===== config.mk =====
export PLATFORM = sky130hd
export DESIGN_NAME = pkt_receiver
export DESIGN_NICKNAME = d
export VERILOG_FILES = /design/src/rtl/pkt_receiver.sv
export SDC_FILE = /design/constraint.sdc
export NUM_CORES = 1
export LEC_CHECK = 0
export CAP_MARGIN = 30
export CELL_PAD_IN_SITES_DETAIL_PLACEMENT = 0
export CELL_PAD_IN_SITES_GLOBAL_PLACEMENT = 1
export CORE_AREA = 2 2 489 491
export CTS_CLUSTER_SIZE = 10
export DETAILED_ROUTE_END_ITERATION = 10
export DIE_AREA = 0 0 491 493
export GPL_ROUTABILITY_DRIVEN = 0
export HOLD_SLACK_MARGIN = 0.1
export PLACE_DENSITY_LB_ADDON = 0.1
export SLEW_MARGIN = 20
export SYNTH_ARGS = -nofsm -noshare
export SYNTH_HDL_FRONTEND = slang
export SYNTH_SLANG_ARGS = --single-unit

===== constraint.sdc =====
create_clock -name clk -period 8.5 [get_ports clk]
set_input_delay 1.7 -clock clk [delete_from_list [all_inputs] [get_ports clk]]
set_output_delay 1.7 -clock clk [all_outputs]
set_load 0.05 [all_outputs]

===== src/rtl/pkt_receiver.sv =====
// pkt_receiver: RX-side packet engine between the TCP/IP stack RX interfaces and the user kernel.
//
// Turns one stack notification at a time into a series of read requests of at most
// MAX_READ_LEN bytes. It then forwards each requested chunk as a user packet
// {size, tlast, tdata}, which the TX packet sender accepts as-is.
//
// Ports:
//   clk, rst                        sole clock, synchronous active-high reset
//   s_axis_notifications_*          88-bit notification: [15:0] session, [31:16] length,
//                                   [63:32] IP, [79:64] port, [80] closed
//   m_axis_read_package_*           read request {length[31:16], session[15:0]}
//   s_axis_rx_metadata_*            16-bit session of the incoming data (consumed, not checked)
//   s_axis_rx_data_*                512-bit data beats; TKEEP is ignored
//   pkt_tx_*                        {size[SIZE_WIDTH-1:0], tlast, tdata[511:0]} user packet beats
//
// Optional feature macro PKT_RECEIVER_STATS_EN adds the 32-bit wrapping counters
// stat_pkt_cnt, stat_beat_cnt and stat_drop_cnt.
module pkt_receiver #(
   parameter logic [15:0] MAX_READ_LEN = 16'd4096,
   parameter int          SIZE_WIDTH   = 32
) (
   input  logic                  clk,
   input  logic                  rst,
   input  logic [87:0]           s_axis_notifications_TDATA,
   input  logic                  s_axis_notifications_TVALID,
   output logic                  s_axis_notifications_TREADY,
   output logic [31:0]           m_axis_read_package_TDATA,
   output logic                  m_axis_read_package_TVALID,
   input  logic                  m_axis_read_package_TREADY,
   input  logic [15:0]           s_axis_rx_metadata_TDATA,
   input  logic                  s_axis_rx_metadata_TVALID,
   output logic                  s_axis_rx_metadata_TREADY,
   input  logic [511:0]          s_axis_rx_data_TDATA,
   input  logic [63:0]           s_axis_rx_data_TKEEP,
   input  logic                  s_axis_rx_data_TLAST,
   input  logic                  s_axis_rx_data_TVALID,
   output logic                  s_axis_rx_data_TREADY,
   output logic [SIZE_WIDTH+512:0] pkt_tx_TDATA,
   output logic                  pkt_tx_TVALID,
   input  logic                  pkt_tx_TREADY
`ifdef PKT_RECEIVER_STATS_EN
   ,
   output logic [31:0]           stat_pkt_cnt,
   output logic [31:0]           stat_beat_cnt,
   output logic [31:0]           stat_drop_cnt
`endif
);

   typedef enum logic [1:0] {IDLE, REQ, META, DATA} state_t;

   state_t      state_q, state_d;
   logic [15:0] remaining_q, remaining_d;
   logic [15:0] session_q, session_d;
   logic [15:0] chunk_q, chunk_d;
   logic [15:0] rem_left;
   logic [15:0] notif_sess, notif_len;
   logic        notif_closed, notif_drop;
   logic        notif_hs, rp_hs, meta_hs, beat_hs, last_hs, in_data;
   logic        unused_ok;

   function automatic logic [15:0] clip(input logic [15:0] v);
      return (v < MAX_READ_LEN) ? v : MAX_READ_LEN;
   endfunction

   assign notif_sess   = s_axis_notifications_TDATA[15:0];
   assign notif_len    = s_axis_notifications_TDATA[31:16];
   assign notif_closed = s_axis_notifications_TDATA[80];
   assign notif_drop   = notif_closed || (notif_len == 16'd0);

   // IP, port, metadata session and TKEEP carry nothing this block acts on
   assign unused_ok = ^{s_axis_notifications_TDATA[79:32], s_axis_notifications_TDATA[87:81],
                        s_axis_rx_metadata_TDATA, s_axis_rx_data_TKEEP};

   // All handshake outputs are forced low while rst is held so the reset values are 0
   assign s_axis_notifications_TREADY = !rst && (state_q == IDLE);
   assign m_axis_read_package_TVALID  = !rst && (state_q == REQ);
   assign m_axis_read_package_TDATA   = {chunk_q, session_q};
   assign s_axis_rx_metadata_TREADY   = !rst && (state_q == META);
   assign in_data                     = !rst && (state_q == DATA);
   assign s_axis_rx_data_TREADY       = in_data && pkt_tx_TREADY;
   assign pkt_tx_TVALID               = in_data && s_axis_rx_data_TVALID;
   assign pkt_tx_TDATA                = {SIZE_WIDTH'(chunk_q), s_axis_rx_data_TLAST, s_axis_rx_data_TDATA};

   assign notif_hs = s_axis_notifications_TREADY && s_axis_notifications_TVALID;
   assign rp_hs    = m_axis_read_package_TVALID && m_axis_read_package_TREADY;
   assign meta_hs  = s_axis_rx_metadata_TREADY && s_axis_rx_metadata_TVALID;
   assign beat_hs  = pkt_tx_TVALID && pkt_tx_TREADY;
   assign last_hs  = beat_hs && s_axis_rx_data_TLAST;

   // Saturating subtract guards against a chunk larger than what is left
   assign rem_left = (remaining_q > chunk_q) ? remaining_q - chunk_q : 16'd0;

   always_comb begin
      state_d     = state_q;
      remaining_d = remaining_q;
      session_d   = session_q;
      chunk_d     = chunk_q;
      case (state_q)
         IDLE: if (notif_hs && !notif_drop) begin
            session_d   = notif_sess;
            remaining_d = notif_len;
            chunk_d     = clip(notif_len);
            state_d     = REQ;
         end
         REQ:  state_d = rp_hs ? META : REQ;
         META: state_d = meta_hs ? DATA : META;
         DATA: if (last_hs) begin
            remaining_d = rem_left;
            chunk_d     = clip(rem_left);
            state_d     = (rem_left != 16'd0) ? REQ : IDLE;
         end
         default: state_d = IDLE;
      endcase
   end

   always_ff @(posedge clk) begin
      if (rst) begin
         state_q     <= IDLE;
         remaining_q <= '0;
         session_q   <= '0;
         chunk_q     <= '0;
      end else begin
         state_q     <= state_d;
         remaining_q <= remaining_d;
         session_q   <= session_d;
         chunk_q     <= chunk_d;
      end
   end

`ifdef PKT_RECEIVER_STATS_EN
   always_ff @(posedge clk) begin
      if (rst) begin
         stat_pkt_cnt  <= '0;
         stat_beat_cnt <= '0;
         stat_drop_cnt <= '0;
      end else begin
         stat_pkt_cnt  <= stat_pkt_cnt + 32'(last_hs);
         stat_beat_cnt <= stat_beat_cnt + 32'(beat_hs);
         stat_drop_cnt <= stat_drop_cnt + 32'(notif_hs && notif_drop);
      end
   end
`endif

endmodule

After elaboration in Yosys (flattened, before gate mapping)
Index checks and enable logic that the tools add are counted.
Widths: inputs -> output; s select.
{"block": "word_totals", "register_bits": 50, "latch_bits": 0, "mem_bits_rw": 0, "romBits": 0, "output_inout_bits": 582, "elab_cells": 50, "memories": 0}
{"block": "classes", "addsub": 1, "n_mul": 0, "div_mod_pow": 0, "n_lt_le_gt_ge": 3, "n_eq_ne": 5, "shifts": 0, "n_mux": 15, "bitwise": 0, "n_reduce_logical": 22}
{"op": "$mux 16", "count": 7}
{"op": "$pmux 16 s2", "count": 2}
{"op": "$lt 16x13->1 const B", "count": 2}
{"op": "$gt 16x16->1", "count": 1}
{"op": "$logic_not 16->1", "count": 1}
{"op": "$reduce_bool 16->1", "count": 1}
{"op": "$sub 16x16->16", "count": 1}
{"op": "$logic_and 1x1->1", "count": 12}
{"op": "$pmux 2 s4", "count": 1}
{"op": "$mux 2", "count": 3}
{"op": "$eq 2x2->1 const B", "count": 2}
{"op": "$reduce_and 2->1", "count": 2}
{"op": "$reduce_and 3->1", "count": 1}
{"op": "$eq 2x1->1 const B", "count": 1}
{"op": "$logic_not 1->1", "count": 2}
{"op": "$logic_not 2->1", "count": 1}
{"op": "$mux 1", "count": 2}
{"op": "$ne 2x1->1 const B", "count": 1}
{"op": "$ne 2x2->1 const B", "count": 1}
{"op": "$reduce_bool 2->1", "count": 1}
{"op": "$logic_or 1x1->1", "count": 1}

Depth between registers and ports, before layout
Gate-level depths: netlist of run 1.
{"block": "logic_depth", "word_depth": 7, "depth_mapped": 12, "mapped_depth_nobuf": 11}

Worst setup path after synthesis of run 1
OpenSTA, ideal clock, no wires.
{"block": "synth_timing", "path_kind": "input to output", "startpoint": "input port rst", "endpoint": "output port m_axis_read_package_TVALID", "arrival_time_ns": 3.239, "slack_ns": 3.561, "cell_stages": 3, "n_path_buf": 2, "path_cell_list": "buf_2 > buf_1 > nor3b_1"}
{"block": "synth_via", "elab_chain_cells": 2}
{"item": "start, declared", "line": "23", "text": "input logic rst,"}
{"item": "$logic_not 1->1", "line": "76", "text": "assign m_axis_read_package_TVALID = !rst && (state_q == REQ);"}
{"item": "$logic_and 1x1->1", "line": "76"}
{"item": "end, declared", "line": "28", "text": "output logic m_axis_read_package_TVALID,"}
Every way passes these cells.

Worst setup path in the final report of run 1
{"block": "layout_timing", "startpoint": "input port rst", "endpoint": "output port s_axis_rx_data_TREADY"}
{"block": "layout_via", "elab_chain_cells": 3}
{"item": "$logic_not 1->1", "line": "79", "text": "assign in_data = !rst && (state_q == DATA);"}
{"item": "$logic_and 1x1->1", "line": "79"}
{"item": "$logic_and 1x1->1", "line": "80", "text": "assign s_axis_rx_data_TREADY = in_data && pkt_tx_TREADY;"}
{"item": "end, declared", "line": "37", "text": "output logic s_axis_rx_data_TREADY,"}
Every way passes these cells.

==> results of run 1 <==
-- logic make-up after synthesis --
family | Yosys count | synth area share (%)
xor+xnor | 8 | 1.05
simple gates | 135 | 9.28
mux | 19 | 2.58
fa+ha+maj | 17 | 2.97
other cells | 1 | 0.0506
flops | 50 | 13.5
buf+inv | 596 | 58.4
compound gates | 99 | 12.2
-- metal layers --
metal	up-vias	routed length, µm	GRT usage, %
met5	-	20	0.0196
met2	320	19300	5.43
met1	1754	9410	2.06
li1	1589	-	-
met4	2	4440	3.61
met3	318	3790	1.18
-- sequential cells by signal, indices dropped and copies added, names as in the netlist, named ones only --
| name | cells |
|---|---|
| chunk_q | 16 |
| state_q | 1 |
| remaining_q | 16 |
| session_q | 16 |
-- cell type report --
class	instances	area (µm²)	share of cell area, %
inverter	23	86.3	1.03
multi-input combinational	294	2140	25.6
timing repair buffer	102	993	11.9
sequential	50	1000	12.0
antenna	3	7.51	0.0898
clock buffer	6	139	1.66
clock inverter	1	30.0	0.359
tap	3167	3960	47.4
-- synth_stat cells (all sizes together), types with 2 or more instances --
| master | n |
|---|---|
| nand2b | 2 |
| nor3b | 5 |
| inv | 23 |
| nor2b | 3 |
| xor2 | 2 |
| nand3 | 7 |
| a21o | 8 |
| mux2i | 18 |
| nor4 | 7 |
| buf | 564 |
| and3 | 2 |
| dfxtp | 50 |
| o21ai | 6 |
| a221oi | 25 |
| clkbuf | 9 |
| nand4 | 5 |
| o311ai | 2 |
| o211ai | 7 |
| a211oi | 17 |
| nor3 | 20 |
| a311oi | 4 |
| nor2 | 54 |
| a21oi | 16 |
| o211a | 2 |
| nand2 | 17 |
| and2 | 4 |
| xnor2 | 6 |
| ha | 16 |
| or4 | 4 |
-- worst min-delay path, stage by stage, from the launching register on --
cell and delay (ps):
dfxtp_1 310, inv_1 70, a211oi_1 60
-- how the worst min path moves through the flow --
stage	end	from	depth (start not counted)	slack, ps
6_report	remaining_q[0]	remaining_q[0]	2	480
5_1_grt	remaining_q[3]	remaining_q[3]	2	530
4_1_cts	remaining_q[0]	remaining_q[0]	2	490
3_5_place_dp	remaining_q[0]	remaining_q[0]	2	470
3_3_place_gp	remaining_q[0]	remaining_q[0]	2	480
2_1_floorplan	remaining_q[0]	remaining_q[0]	2	440
-- power by group --
part	switching [µW]	internal (µW)
registers	12.9	245
logic	226	111
clock network	133	147
total	372	504
-- stage by stage --
stage	worst slack, ps	total power, µW	instance area, µm²	hold WS (ps)	utilization, %
floorplan	3560	1140	7460	444	-
global placement	2640	624	8180	480	3.45
detailed placement	2660	618	8180	469	3.45
CTS	2660	934	8350	488	3.52
global route	2780	950	8350	529	3.53
finish	3020	876	8360	485	3.53
==> metrics.yaml, run 1 <==
timing:
  max_freq_mhz: 182
  worst_clock_skew_ps: 11.6
  fin_crit_sh_pct: 64.5
  worstMarginPinSlew_ps: 964
  setup_viol: 0
  relSlewSlack_pct: 35.3
  finalMaxSlewViolations: 0
  rsz0062_at_grt: "false"
  hold_viol_final: 0
  period_minus_slack_ps: 5480
  fin_tns_setup_ps: 0
final_layout:
  finalNonFillerCells: 3646
  drive_above_1_share_pct: 10.3
  final_cell_mix: "clkdlybuf4s50_1 (93), nor2_1 (54), dfxtp_1 (50)"
  syn2layout_area_growth_pct: 12.9
  fin_nets: 1181
  layout_commonest_cell: "clkdlybuf4s50_1"
  fillers: 28400
die:
  core_um2: 237000
  start_util_pct: 3.13
  rows: 179
  die_w_um: 491
  pin_count: 1270
  die_y_um: 493
  die_area_um2: 242000
setup_path:
  crit_path_start_kind: "primary input"
  crit_type: "in -> out"
  slowest_delay_ps: 930
  crit_buf_inv: 2
  ff2ff_setup_slack_ps: 4520
  cp_max_fo: 21
  crit_family: "buffers and inverters"
  critPathSlowestCell: "clkdlybuf4s50_1"
  arrival_ps: 3780
  worst-path-stages: 4
  path_cells: "buf_2 > or2_2 > nor2_1 > clkdlybuf4s50_1"
  rr_endpoint: "state_q[0]"
  cp.required_ps: 6800
  cp-endpoint: "s_axis_rx_data_TREADY"
  reg2reg_depth: 8
  startpoint: "rst"
  end_kind: "output pin"
clock_network:
  postCtsSetupBuffers: 0
  hold_buffers: 0
  cts_root_buf: "clkbuf_16"
  cts_buffers: 5
  clk_latency_ps: 340
  clock-sinks: 50
  cts_resized: 0
  clockBufferDepth: 2
  htreeDepth: 2
  clkTransAtPathRegs_ps: 90
  tritoncts: "done"
global_routing:
  grt_max_degree: 40
  gr-usage-all-layers_pct: 2.95
  grt_pass1_vias: 4447
  antenna_found_initial: 10
  grt_overflow: 0
  grt_pass1_wl_um: 46500
drt:
  first_pass_iters: 4
  first_iter_violations: 117
  wl_um: 37000
  drtAntennaViolNets: 0
  drc_errors: 0
  vias_per_cell: 1.09
  wl_per_cell_um: 10.1
  vias: 3983
status:
  outcome: "completed"
power_and_ir_drop:
  cellPowerDensity_nw_per_um2: 105
  peakVddDrop_mv: 0.0766
  leakage_uw: 0.00187
logic_synthesis:
  postSynth.asyncResetShare_pct: 0
  yosysUniqueCellTypes: 65
  yosysTopAreaCellShare_pct: 55.5
  seq_area_frac_synth_pct: 13.5
  yosys_register_bits: 50
  synth_top_cell_by_area: "buf_4"
  synth-edff-count: 0
  yosys_warnings: 0
  syn_area_um2: 7410
  synthTopCellsByArea: "buf_4 (56%), dfxtp_1 (14%), nor2_1 (2.7%)"
  avgSynthCellArea_um2: 8.01
  synth_flop_cell: "dfxtp_1"
  netlist_instances: 925
place:
  hpwl_um: 31100
  io_buffers: 94
  dpl.cell_count: 3636
flow_run:
  maxCapViolations: 0
worst_hold_path:
  holdCritPathClass: "reg -> reg"
Power figures use the tool's default switching activity.
==> run 2: changes to the inputs <==
- CORE_AREA: 2 2 489 491 -> 2 2 494 496
- DIE_AREA: 0 0 491 493 -> 0 0 496 498
- clock period: 8.5 -> 5.6 ns (I/O delays scaled with it)
==> run 2 against run 1 <==
Effect of this change:
- sequential power rose by 53%
- wire length barely moved
- total power rose by 49%
- register-to-register slack got worse by 3200 ps
- cell area is 1.0% higher
- clock power increased by 40%
- first-iteration DRC count grew 15%
- worst setup slack got worse by 1700 ps
- clock skew is 15 ps higher
- hold slack improved by 5.2 ps
- combinational power rose by 54%
- count of clock-buffer cells in the layout down 1
==> metrics.yaml, run 2 (synthesis results as in run 1) <==
clock_network:
  clk_latency_ps: 370  # was 340 ps
  tritoncts: "done"  # unchanged
  clock-sinks: 50  # unchanged
  cts_resized: 0  # unchanged
  postCtsSetupBuffers: 0  # unchanged
  clockBufferDepth: 2  # unchanged
  cts_buffers: 5  # unchanged
  htreeDepth: 2  # unchanged
  hold_buffers: 0  # unchanged
  cts_root_buf: "clkbuf_16"  # unchanged
  clkTransAtPathRegs_ps: 90  # about the same
setup_path:
  crit_family: "buffers and inverters"  # unchanged
  crit_type: "in -> out"  # unchanged
  arrival_ps: 3170  # was 3780 ps
  critPathSlowestCell: "clkdlybuf4s50_1"  # unchanged
  cp.required_ps: 4480  # was 6800 ps
  cp_max_fo: 38  # was 21
  crit_buf_inv: 3  # was 2
  path_cells: "buf_2 > buf_4 > nor3_1 > clkdlybuf4s50_1"  # was buf_2 > or2_2 > nor2_1 > clkdlybuf4s50_1
  crit_path_start_kind: "primary input"  # unchanged
  slowest_delay_ps: 760  # was 930 ps
  end_kind: "output pin"  # unchanged
timing:
  worst_clock_skew_ps: 26.7  # was 11.6 ps
  fin_tns_setup_ps: 0  # unchanged
  setup_viol: 0  # unchanged
  period_minus_slack_ps: 4290
  rsz0062_at_grt: "false"  # unchanged
  relSlewSlack_pct: 42.4  # was 35.3%
  hold_viol_final: 0  # unchanged
  worstMarginPinSlew_ps: 858  # was 964 ps
  fin_crit_sh_pct: 76.6
  max_freq_mhz: 233
  hold_ws_ps: 490  # was 485 ps
  finalMaxSlewViolations: 0  # unchanged
place:
  io_buffers: 94  # unchanged
  dpl.cell_count: 3677  # was 3,636
  placedInstanceArea_um2: 8290  # was 8180 µm²
  hpwl_um: 30800  # was 31,100 µm
final_layout:
  fin_nets: 1187  # was 1,181
  final_cell_mix: "clkdlybuf4s50_1 (93), nor2_1 (53), dfxtp_1 (50)"  # was clkdlybuf4s50_1 (93), nor2_1 (54), dfxtp_1 (50)
  design_area_um2: 8440  # was 8360 µm²
  fillers: 28900  # was 28,400
  finalNonFillerCells: 3686  # was 3,646
  largestRegisters: "chunk_q: 16 flops, remaining_q: 16 flops, session_q: 16 flops"  # unchanged
  layout_commonest_cell: "clkdlybuf4s50_1"  # unchanged
  drive_above_1_share_pct: 12.0  # was 10.3%
  syn2layout_area_growth_pct: 14.0  # was 12.9%
worst_hold_path:
  holdCritPathClass: "reg -> reg"  # unchanged
die:
  die_w_um: 496  # was 491 µm
  die_area_um2: 247000  # was 242,000 µm²
  pin_count: 1270  # unchanged
  core_um2: 242000  # was 237,000 µm²
  rows: 181  # was 179
  die_y_um: 498  # was 493 µm
  start_util_pct: 3.06  # was 3.13%
power_and_ir_drop:
  cellPowerDensity_nw_per_um2: 155  # was 105 nW/µm²
  leakage_uw: 0.00190  # was 0.00187 µW
  peakVddDrop_mv: 0.132  # was 0.0766 mV
global_routing:
  grt_pass1_vias: 4543  # was 4,447
  gr-usage-all-layers_pct: 2.93  # was 2.95%
  grt_pass1_wl_um: 46700  # was 46,500 µm
  grt_max_degree: 40  # unchanged
  grt_overflow: 0  # unchanged
  antenna_found_initial: 12  # was 10
drt:
  first_pass_iters: 4  # unchanged
  drtAntennaViolNets: 0  # unchanged
  wl_per_cell_um: 10.0  # was 10.1 µm
  first_iter_violations: 135  # was 117
  vias: 4048  # was 3,983
  wl_um: 37000  # about the same
  vias_per_cell: 1.10  # was 1.09
  drc_errors: 0  # unchanged
status:
  outcome: "completed"  # unchanged
flow_run:
  maxCapViolations: 0  # unchanged
run 2: area by class of cell:
class	count	area (µm²)	area share [%]
clock buffer	5	125	1.48
tap	3202	4010	47.5
multi-input combinational	294	2140	25.4
clock inverter	3	26.3	0.311
sequential	50	1000	11.9
inverter	23	86.3	1.02
antenna	1	2.50	0.0296
timing repair buffer	108	1050	12.5
run 2: path summary, 6_finish.rpt:
| check | start | endpoint | slack (ps) | cells after the start |
|---|---|---|---|---|
| worst min register to register | remaining_q[0] | remaining_q[0] | 490 | 2 |
| worst max register to register | chunk_q[0] | chunk_q[11] | 1340 | 11 |
| worst min-delay path | remaining_q[0] | remaining_q[0] | 490 | 2 |
| worst max-delay path | rst | s_axis_notifications_TREADY | 1310 | 4 |
run 2: metal layers:
layer	wire [µm]	vias to the layer above	GRT usage (%)	share of wire (%)
li1	-	1602	-	-
met1	9570	1790	2.06	26
met2	19200	335	5.34	52
met3	2940	321	0.877	7.9
met4	5260	0	3.99	14
met5	0	-	0	0
run 2: power by group:
group          internal [µW]  switching, µW  total [µW]
logic                    171            348         519
clock network            172            220         392
registers                373           22.1         395
total                    716            590        1310
run 2: metrics by stage:
stage | utilization, % | total power, µW | worst slack, ps
2_1_floorplan | - | 1730 | 1820
3_3_place_gp | 3.43 | 956 | 859
3_5_place_dp | 3.43 | 948 | 914
4_1_cts | 3.49 | 1390 | 1030
5_1_grt | 3.49 | 1430 | 778
6_report | 3.49 | 1310 | 1310
run 2: worst reg2reg max path, cell delays in order, from the launching register on:
cell and delay [ps]:
dfxtp_1 460, ha_1 330, fa_1 430, nand2b_1 200, a21oi_1 350, o211ai_1 290
a211oi_1 490, nor2_1 300, nor4_4 640, buf_4 350, a221oi_1 120, a211oi_1 250
==> run 3: changes to the inputs <==
- clock period: 5.6 -> 4.5 ns (I/O delays scaled with it)
==> run 3 against run 2 <==
Effect of this change:
- worst setup slack worse by 700 ps
- sequential power up 23%
- clock skew up 3.1 ps
- wire length up 0.65%
- flip-flop and latch count unchanged
- register-to-register slack worse by 730 ps
- global-route usage about the same
- core utilization up 0.088 points
- total power up 26%
- critical path depth up 7
- first-iteration DRC count unchanged
- final cell count up 0.71%
==> metrics.yaml, run 3 (synthesis results as in run 1) <==
final_layout:
  fin_nets: 1213  # was 1,187
  final_cell_mix: "clkdlybuf4s50_1 (91), nor2_1 (53), dfxtp_1 (50)"  # was clkdlybuf4s50_1 (93), nor2_1 (53), dfxtp_1 (50)
  register_area_um2: 1000  # unchanged
  largestRegisters: "chunk_q: 16 flops, remaining_q: 16 flops, session_q: 16 flops"  # unchanged
  design_area_um2: 8660  # was 8440 µm²
  post-route-util_pct: 3.58  # was 3.49%
  syn2layout_area_growth_pct: 16.9  # was 14.0%
  fillers: 28900  # about the same
  drive_above_1_share_pct: 16.7  # was 12.0%
  multi_input_area_um2: 2140  # about the same
  layout_commonest_cell: "clkdlybuf4s50_1"  # unchanged
die:
  rows: 181  # unchanged
  die_area_um2: 247000  # unchanged
  pin_count: 1270  # unchanged
  start_util_pct: 3.06  # unchanged
  die_w_um: 496  # unchanged
  die_y_um: 498  # unchanged
  core_um2: 242000  # unchanged
global_routing:
  grt_overflow: 0  # unchanged
  gr-usage-all-layers_pct: 2.94  # was 2.93%
  antenna_found_initial: 16  # was 12
  grt_pass1_wl_um: 47100  # was 46,700 µm
  grt_pass1_vias: 4645  # was 4,543
  grt_max_degree: 38  # was 40
timing:
  hold_ws_ps: 493  # was 490 ps
  worstMarginPinSlew_ps: 948  # was 858 ps
  relSlewSlack_pct: 36.4  # was 42.4%
  max_freq_mhz: 257
  fin_crit_sh_pct: 86.5
  setup_viol: 0  # unchanged
  rsz0062_at_grt: "false"  # unchanged
  period_minus_slack_ps: 3890
  hold_viol_final: 0  # unchanged
  worst_clock_skew_ps: 29.8  # was 26.7 ps
  finalMaxSlewViolations: 0  # unchanged
  fin_tns_setup_ps: 0  # unchanged
  worst_slack_ps: 606  # was 1310 ps
worst_hold_path:
  holdCritPathClass: "reg -> reg"  # unchanged
  min_to: "remaining_q[0]"  # unchanged
  hold_depth: 2  # unchanged
  hp-start: "remaining_q[0]"  # unchanged
drt:
  first_iter_violations: 135  # unchanged
  drc_errors: 0  # unchanged
  vias: 4186  # was 4,048
  wl_per_cell_um: 10.0  # about the same
  first_pass_iters: 4  # unchanged
  drtAntennaViolNets: 0  # unchanged
  wl_um: 37200  # was 37,000 µm
  vias_per_cell: 1.13  # was 1.10
place:
  placedInstanceArea_um2: 8500  # was 8290 µm²
  hpwl_um: 31400  # was 30,800 µm
  pre_cts_ws_ps: 255  # was 914 ps
  io_buffers: 94  # unchanged
setup_path:
  r2r_start: "chunk_q[9]"  # was chunk_q[0]
  rr_endpoint: "remaining_q[12]"  # was chunk_q[11]
  reg2reg_depth: 11  # unchanged
  crit_path_start_kind: "register"  # was primary input
  slowest_delay_ps: 650  # was 760 ps
  crit_type: "reg -> reg"  # was in -> out
  arrival_ps: 4100  # was 3170 ps
  path_cells: "inv_1 > ha_1 > and3_1 > nand2_1 > nor4_1 > a211oi_1 > nor2_1 > nor2_2 > buf_4 > a221oi_1 > nor3_1"  # was buf_2 > buf_4 > nor3_1 > clkdlybuf4s50_1
  ff2ff_setup_slack_ps: 610  # was 1340 ps
  end_kind: "register"  # was output pin
  cp_max_fo: 9  # was 38
  cp.required_ps: 4710  # was 4480 ps
  critPathSlowestCell: "nor2_1"  # was clkdlybuf4s50_1
clock_network:
  cts_resized: 0  # unchanged
  clock-sinks: 50  # unchanged
  tritoncts: "done"  # unchanged
  postCtsSetupBuffers: 0  # unchanged
  cts_root_buf: "clkbuf_16"  # unchanged
  cts_buffers: 5  # unchanged
  clkTransAtPathRegs_ps: 110  # was 90 ps
  hold_buffers: 0  # unchanged
  htreeDepth: 2  # unchanged
  clockBufferDepth: 2  # unchanged
  clk_latency_ps: 370  # about the same
power_and_ir_drop:
  leakage_uw: 0.00203  # was 0.00190 µW
  peakVddDrop_mv: 0.162  # was 0.132 mV
  cellPowerDensity_nw_per_um2: 190  # was 155 nW/µm²
flow_run:
  maxCapViolations: 0  # unchanged
status:
  outcome: "completed"  # unchanged
[run 3: how the worst max path moves through the flow]
stage / startpoint / to / slack, ps / depth (start not counted)
6_report: chunk_q[9] / remaining_q[12] / 610 / 11
5_1_grt: chunk_q[7] / state_q[0] / 150 / 11
4_1_cts: chunk_q[5] / state_q[0] / 230 / 11
3_5_place_dp: s_axis_rx_data_TVALID / state_q[0] / 250 / 10
3_3_place_gp: s_axis_rx_data_TVALID / state_q[0] / 200 / 10
2_1_floorplan: rst / chunk_q[11] / 1010 / 8
[run 3: final cells by class]
| class | instances | area share (%) |
|---|---|---|
| Tap cell | 3202 | 46.3 |
| Multi-Input combinational cell | 294 | 24.7 |
| Timing Repair Buffer | 134 | 14.7 |
| Sequential cell | 50 | 11.6 |
| Clock buffer | 5 | 1.45 |
| Inverter | 23 | 0.997 |
| Clock inverter | 3 | 0.304 |
| Antenna cell | 1 | 0.0289 |
[run 3: worst max-delay path, delay by kind of cell (launching register included)]
family	cells	cell delay, ps
AO/OA/AOI/OAI	2	450
adder cells (fa/ha/maj)	1	500
AND/OR/NAND/NOR	6	1810
buffers and inverters	2	410
flip-flops	1	540
[run 3: per-stage QoR]
step | cells | power (µW)
finish | 3712 | 1650
CTS | 3711 | 1750
floorplan | 940 | 2160
global route | 3712 | 1790
detailed placement | 3703 | 1200
global placement | 3703 | 1210
[run 3: power by group]
group          internal, µW  switching, µW
combinational           232            441
clock                   215            275
sequential              464           21.9
[run 3: routing by layer]
| layer | global-route usage (%) | routed length (µm) | vias up |
|---|---|---|---|
| li1 | - | - | 1654 |
| met1 | 1.99 | 9450 | 1860 |
| met2 | 5.50 | 19600 | 342 |
| met3 | 0.892 | 2960 | 330 |
| met4 | 3.89 | 5200 | 0 |
| met5 | 0 | 0 | - |
